### src/rtl/ysyx_22050019_trap_ctrl.sv
// Trap sequencer: arbitrates ecall/mret/timer irq, drains the pipe,
// writes mepc/mcause/mstatus one per cycle, then redirects the IFU.
module ysyx_22050019_trap_ctrl #(
    parameter int XLEN      = 64,
    parameter int DRAIN_MAX = 16,
    parameter bit VEC_EN    = 1'b1
) (
    input  logic            clk,
    input  logic            rst_n,
    input  logic            ecall_req,
    input  logic [XLEN-1:0] ecall_pc,
    input  logic            mret_req,
    input  logic            irq_mtip,
    input  logic [XLEN-1:0] irq_pc,
    input  logic [XLEN-1:0] csr_mstatus,
    input  logic [XLEN-1:0] csr_mie,
    input  logic [XLEN-1:0] csr_mtvec,
    input  logic [XLEN-1:0] csr_mepc,
    input  logic            pipe_idle,
    output logic            trap_ack,
    output logic            stall_o,
    output logic            csr_wen_o,
    output logic [11:0]     csr_waddr_o,
    output logic [XLEN-1:0] csr_wdata_o,
    output logic            redirect_valid,
    output logic [XLEN-1:0] redirect_pc,
    input  logic            redirect_ready,
    output logic            flush_o,
    output logic            busy,
    output logic            drain_timeout
);

    typedef enum logic [2:0] {
        S_IDLE,
        S_DRAIN,
        S_W_EPC,
        S_W_CAUSE,
        S_W_STATUS,
        S_REDIR
    } state_t;

    localparam logic [XLEN-1:0] ECALL_CAUSE = {{(XLEN-4){1'b0}}, 4'd11};
    localparam logic [XLEN-1:0] IRQ_CAUSE   = {1'b1, {(XLEN-4){1'b0}}, 3'd7};

    state_t          state;
    state_t          state_nxt;
    logic [7:0]      cnt;
    logic            is_mret;
    logic            is_irq;
    logic [XLEN-1:0] pc_q;
    logic [XLEN-1:0] cause_q;
    logic [XLEN-1:0] rpc_q;
    logic            to_q;

    logic            irq_ok;
    logic            accept;
    logic            drain_to;
    logic            drain_exit;
    logic [XLEN-1:0] base;
    logic [XLEN-1:0] vec_pc;
    logic [XLEN-1:0] tgt;
    logic [XLEN-1:0] status_nxt;
    logic            unused_mie;

    assign unused_mie = ^{csr_mie[XLEN-1:8], csr_mie[6:0]};

    // reset gates acceptance so every output reads 0 while rst_n is low
    assign irq_ok     = irq_mtip & csr_mstatus[3] & csr_mie[7];
    assign accept     = rst_n & (state == S_IDLE)
                      & (ecall_req | mret_req | irq_ok);
    assign drain_to   = (cnt == 8'(DRAIN_MAX - 1));
    assign drain_exit = pipe_idle | drain_to;

    assign base   = {csr_mtvec[XLEN-1:2], 2'b00};
    assign vec_pc = base + {cause_q[XLEN-3:0], 2'b00};

    assign redirect_pc   = rpc_q;
    assign drain_timeout = to_q;

    // mstatus image for trap entry or mret
    always_comb begin
        status_nxt        = csr_mstatus;
        status_nxt[12:11] = 2'b11;
        if (is_mret) begin
            status_nxt[3] = csr_mstatus[7];
            status_nxt[7] = 1'b1;
        end else begin
            status_nxt[7] = csr_mstatus[3];
            status_nxt[3] = 1'b0;
        end
    end

    // redirect target selection
    always_comb begin
        tgt = base;
        if (is_mret) begin
            tgt = csr_mepc;
        end else if (VEC_EN && is_irq && csr_mtvec[1:0] == 2'b01) begin
            tgt = vec_pc;
        end
    end

    // state register
    always_ff @(posedge clk or negedge rst_n) begin
        if (!rst_n) begin
            state <= S_IDLE;
        end else begin
            state <= state_nxt;
        end
    end

    // latched request, drain counter, sticky timeout, redirect target
    always_ff @(posedge clk or negedge rst_n) begin
        if (!rst_n) begin
            cnt     <= '0;
            is_mret <= 1'b0;
            is_irq  <= 1'b0;
            pc_q    <= '0;
            cause_q <= '0;
            rpc_q   <= '0;
            to_q    <= 1'b0;
        end else begin
            if (accept) begin
                is_mret <= ~ecall_req & mret_req;
                is_irq  <= ~ecall_req & ~mret_req;
                pc_q    <= ecall_req ? ecall_pc : irq_pc;
                cause_q <= ecall_req ? ECALL_CAUSE : IRQ_CAUSE;
                cnt     <= '0;
            end else if (state == S_DRAIN && !drain_exit) begin
                cnt <= cnt + 8'd1;
            end
            if (state == S_DRAIN && drain_to && !pipe_idle) begin
                to_q <= 1'b1;
            end
            if (state == S_W_STATUS) begin
                rpc_q <= tgt;
            end
        end
    end

    // next state and per-state outputs
    always_comb begin
        state_nxt      = state;
        trap_ack       = 1'b0;
        stall_o        = 1'b1;
        busy           = 1'b1;
        csr_wen_o      = 1'b0;
        csr_waddr_o    = '0;
        csr_wdata_o    = '0;
        redirect_valid = 1'b0;
        flush_o        = 1'b0;
        unique case (state)
            S_IDLE: begin
                stall_o  = 1'b0;
                busy     = 1'b0;
                trap_ack = accept;
                if (accept) state_nxt = S_DRAIN;
            end
            S_DRAIN: begin
                if (drain_exit) begin
                    state_nxt = is_mret ? S_W_STATUS : S_W_EPC;
                end
            end
            S_W_EPC: begin
                csr_wen_o   = 1'b1;
                csr_waddr_o = 12'h341;
                csr_wdata_o = pc_q;
                state_nxt   = S_W_CAUSE;
            end
            S_W_CAUSE: begin
                csr_wen_o   = 1'b1;
                csr_waddr_o = 12'h342;
                csr_wdata_o = cause_q;
                state_nxt   = S_W_STATUS;
            end
            S_W_STATUS: begin
                csr_wen_o   = 1'b1;
                csr_waddr_o = 12'h300;
                csr_wdata_o = status_nxt;
                state_nxt   = S_REDIR;
            end
            S_REDIR: begin
                redirect_valid = 1'b1;
                if (redirect_ready) begin
                    flush_o   = 1'b1;
                    state_nxt = S_IDLE;
                end
            end
            default: state_nxt = S_IDLE;
        endcase
    end

endmodule

### config.mk
export PLATFORM = sky130hd
export DESIGN_NAME = ysyx_22050019_trap_ctrl
export DESIGN_NICKNAME = d
export VERILOG_FILES = /design/src/rtl/ysyx_22050019_trap_ctrl.sv
export SDC_FILE = /design/constraint.sdc
export NUM_CORES = 1
export LEC_CHECK = 0
export BUFFER_PORTS_ARGS = -buffer_cell sky130_fd_sc_hd__buf_2
export CORE_AREA = 2 2 210 212
export DETAILED_ROUTE_END_ITERATION = 10
export DIE_AREA = 0 0 212 214
export RECOVER_POWER = 25
export SLEW_MARGIN = 5
export SYNTH_ARGS = -nofsm -noshare
export SYNTH_HDL_FRONTEND = slang
export SYNTH_SLANG_ARGS = --single-unit
export TNS_END_PERCENT = 30
### constraint.sdc
create_clock -name clk -period 4.4 [get_ports clk]
set_clock_uncertainty 0.05 [all_clocks]
set_input_delay 0.66 -clock clk [delete_from_list [all_inputs] [get_ports clk]]
set_output_delay 0.66 -clock clk [all_outputs]
set_load 0.02 [all_outputs]
==> impl_metrics.tcl <==
set metrics [dict create \
    tightest_slew_ps 1580 \
    synth_cell_type_count 54 \
    worstPathArrival_ps 2690 \
    grt_pass1_vias 9412 \
    ant_nets 0 \
    drive_gt1_share_pct 32.0 \
    core_area_um2 42900 \
    fin_nets 1834 \
    synth_area_um2 8770 \
    totalWireLength_um 38800 \
    die_area_um2 45400 \
    grt_overflow 0 \
    critPathLaunchType "flip-flop" \
    finalPower_w 0.00702 \
    grt_max_degree 99 \
    synthCells 1008 \
    drc 0 \
    setup_viol 0 \
    rsz0062_at_grt "no" \
    insertion_delay_ps 460 \
    timing.setup.tns_ps 0 \
    synth-seq-cells 145 \
    routedWlPerCell_um 19.0 \
    routed-via-count 9403 \
    ctsHtreeMaxLevel 4 \
    dieWidth_um 212 \
    finalHoldViolCount 0 \
    firstDrtPassIters 5 \
    drt_iter0_markers 518 \
    antenna_found_initial 8 \
    required_ps 3690 \
    cts_tree "built" \
    clkTransAtPathRegs_ps 70 \
    grt.total_usage_pct 16.9 \
    area_delta_synth_final_pct 39.0 \
    grt_pass1_wl_um 57300 \
    mostFrequentLayoutCell "buf_2" \
    fmax_mhz 294 \
    path_max_fanout 73 \
    p_leak_nw 5.91 \
    start_util_pct 20.4 \
    avgSynthCellArea_um2 8.70 \
    ir_drop_mv 0.234 \
    dp_hpwl_um 31000 \
    cts_buffer_depth 2 \
    ios 538 \
    die_h_um 214 \
    post_cts_buffers 0 \
    final_cell_mix "buf_2 (398), dfrtp_1 (144), nand2_1 (140), o21ai_0 (126), mux2i_1 (71)" \
    place.gp.congestion 0.869 \
    synth_ff_type "dfrtp_1" \
    synth-edff-count 0 \
    min_period_ps 3400 \
    cts-resized-gates 0 \
    cts.sinks 145 \
    yosys_warnings 0 \
    hp-class "input port to flip-flop" \
    max-cap-violations 1 \
    cts_hold_buf 1 \
    status "complete, but fails checks" \
    cts_root_buf "clkbuf_16" \
    relSlewSlack_pct -5.51 \
    io_buffers 465 \
    nFillCells 4692 \
    violations "capacitance limit, slew limit" \
    slew_violations 57 \
    period_share_pct 77.3 \
    ys_seq_area_share_pct 41.4 \
    cellPowerDensity_nw_per_um2 576 \
    rows 76 \
    crit_path_end_kind "output port" \
    cts_made_buffers 17 \
    synthArstFlopShare_pct 100 \
    critPathKind "flip-flop to output port" \
    vias_per_cell 4.62 \
]
==> final cells by class <==
type / instances / area [um2] / share of cell area, %
diodes: 2 / 5.00 / 0.0411
clock buffers: 17 / 425 / 3.49
clock inverters: 15 / 160 / 1.31
inverters: 11 / 41.3 / 0.339
multi-input cells: 780 / 4810 / 39.5
flip-flops and latches: 145 / 3630 / 29.8
well taps: 585 / 732 / 6.01
repair buffers: 482 / 2380 / 19.6
==> logic make-up after synthesis <==
kind of cell | count (synthesis) | share of synthesized area (%)
XOR/XNOR | 60 | 5.99
flip-flops | 145 | 41.4
AND/OR/NAND/NOR | 355 | 19.7
other | 1 | 0.0428
buffers and inverters | 89 | 4.27
AO/OA/AOI/OAI | 281 | 19.5
multiplexers | 71 | 8.11
adder cells (fa/ha/maj) | 6 | 0.942
==> path summary, 6_finish.rpt <==
path | cells after the start | from | slack (ps) | to
max in group asynchronous | 3 | rst_n | 1860 | redirect_pc[4]
max | 5 | state[2] | 1000 | csr_wdata_o[7]
min reg2reg | 2 | redirect_pc[5] | 430 | redirect_pc[5]
max reg2reg | 7 | state[2] | 1330 | redirect_pc[43]
min in group asynchronous | 2 | rst_n | 600 | redirect_pc[28]
min | 2 | mret_req | 370 | is_irq
==> Yosys cell counts, drive strengths merged (3+ instances only) <==
library cell  count  area [um2]
dfrtp           145        3630
nand2           141         529
o21ai           127         636
mux2i            71         711
nor2             68         255
a22o             56         490
clkbuf           55         206
a21oi            52         260
nand3            38         195
xnor2            35         307
o22ai            26         163
and3             25         156
xor2             25         219
buf              23         126
nand4            22         165
nor3             22         121
nor4             15         128
inv              10        37.5
and4              6        52.6
a21o              5        37.5
ha                5        62.6
nand2b            3        18.8
o31a              3        26.3
or3               3        18.8
==> metal layers <==
layer | GRT usage (%) | up-vias | wire (um)
met5 | 0 | - | 41
met4 | 5.52 | 6 | 870
met3 | 4.34 | 59 | 2700
met2 | 28.9 | 410 | 18800
met1 | 20.6 | 4454 | 16400
li1 | - | 4474 | -
==> power breakdown <==
group          total (W)  leakage (nW)  internal [W]  switching [W]
logic            0.00314          3.85       0.00106        0.00208
clock network    0.00150         0.284      0.000806       0.000693
registers        0.00238          1.78       0.00195       0.000437
==> sequential cells by signal, summed over array words and instances (netlist names) <==
| name | cells |
|---|---|
| redirect_pc | 64 |
| drain_timeout | 1 |
| cnt | 8 |
| cause_q | 3 |
| state | 3 |
| pc_q | 64 |
| is_mret | 1 |
| is_irq | 1 |
==> metrics by stage <==
stage	setup WS [ps]	instance area [um2]	std cells	utilization (%)	hold WS, ps
2_1_floorplan	1770	8790	1014	-	314
3_3_place_gp	1310	11700	2002	27.2	404
3_5_place_dp	1240	11700	2002	27.2	415
4_1_cts	909	12300	2035	28.6	318
5_1_grt	637	12200	2036	28.4	338
6_report	997	12200	2037	28.4	367
==> worst max-delay path: stages (launching register included) <==
cell and delay (ps):
dfrtp_1 450, nor2b_1 440, and2_4 750, o21ai_0 190, nand2_1 180, buf_2 200
(Power assumes the default switching activity.)
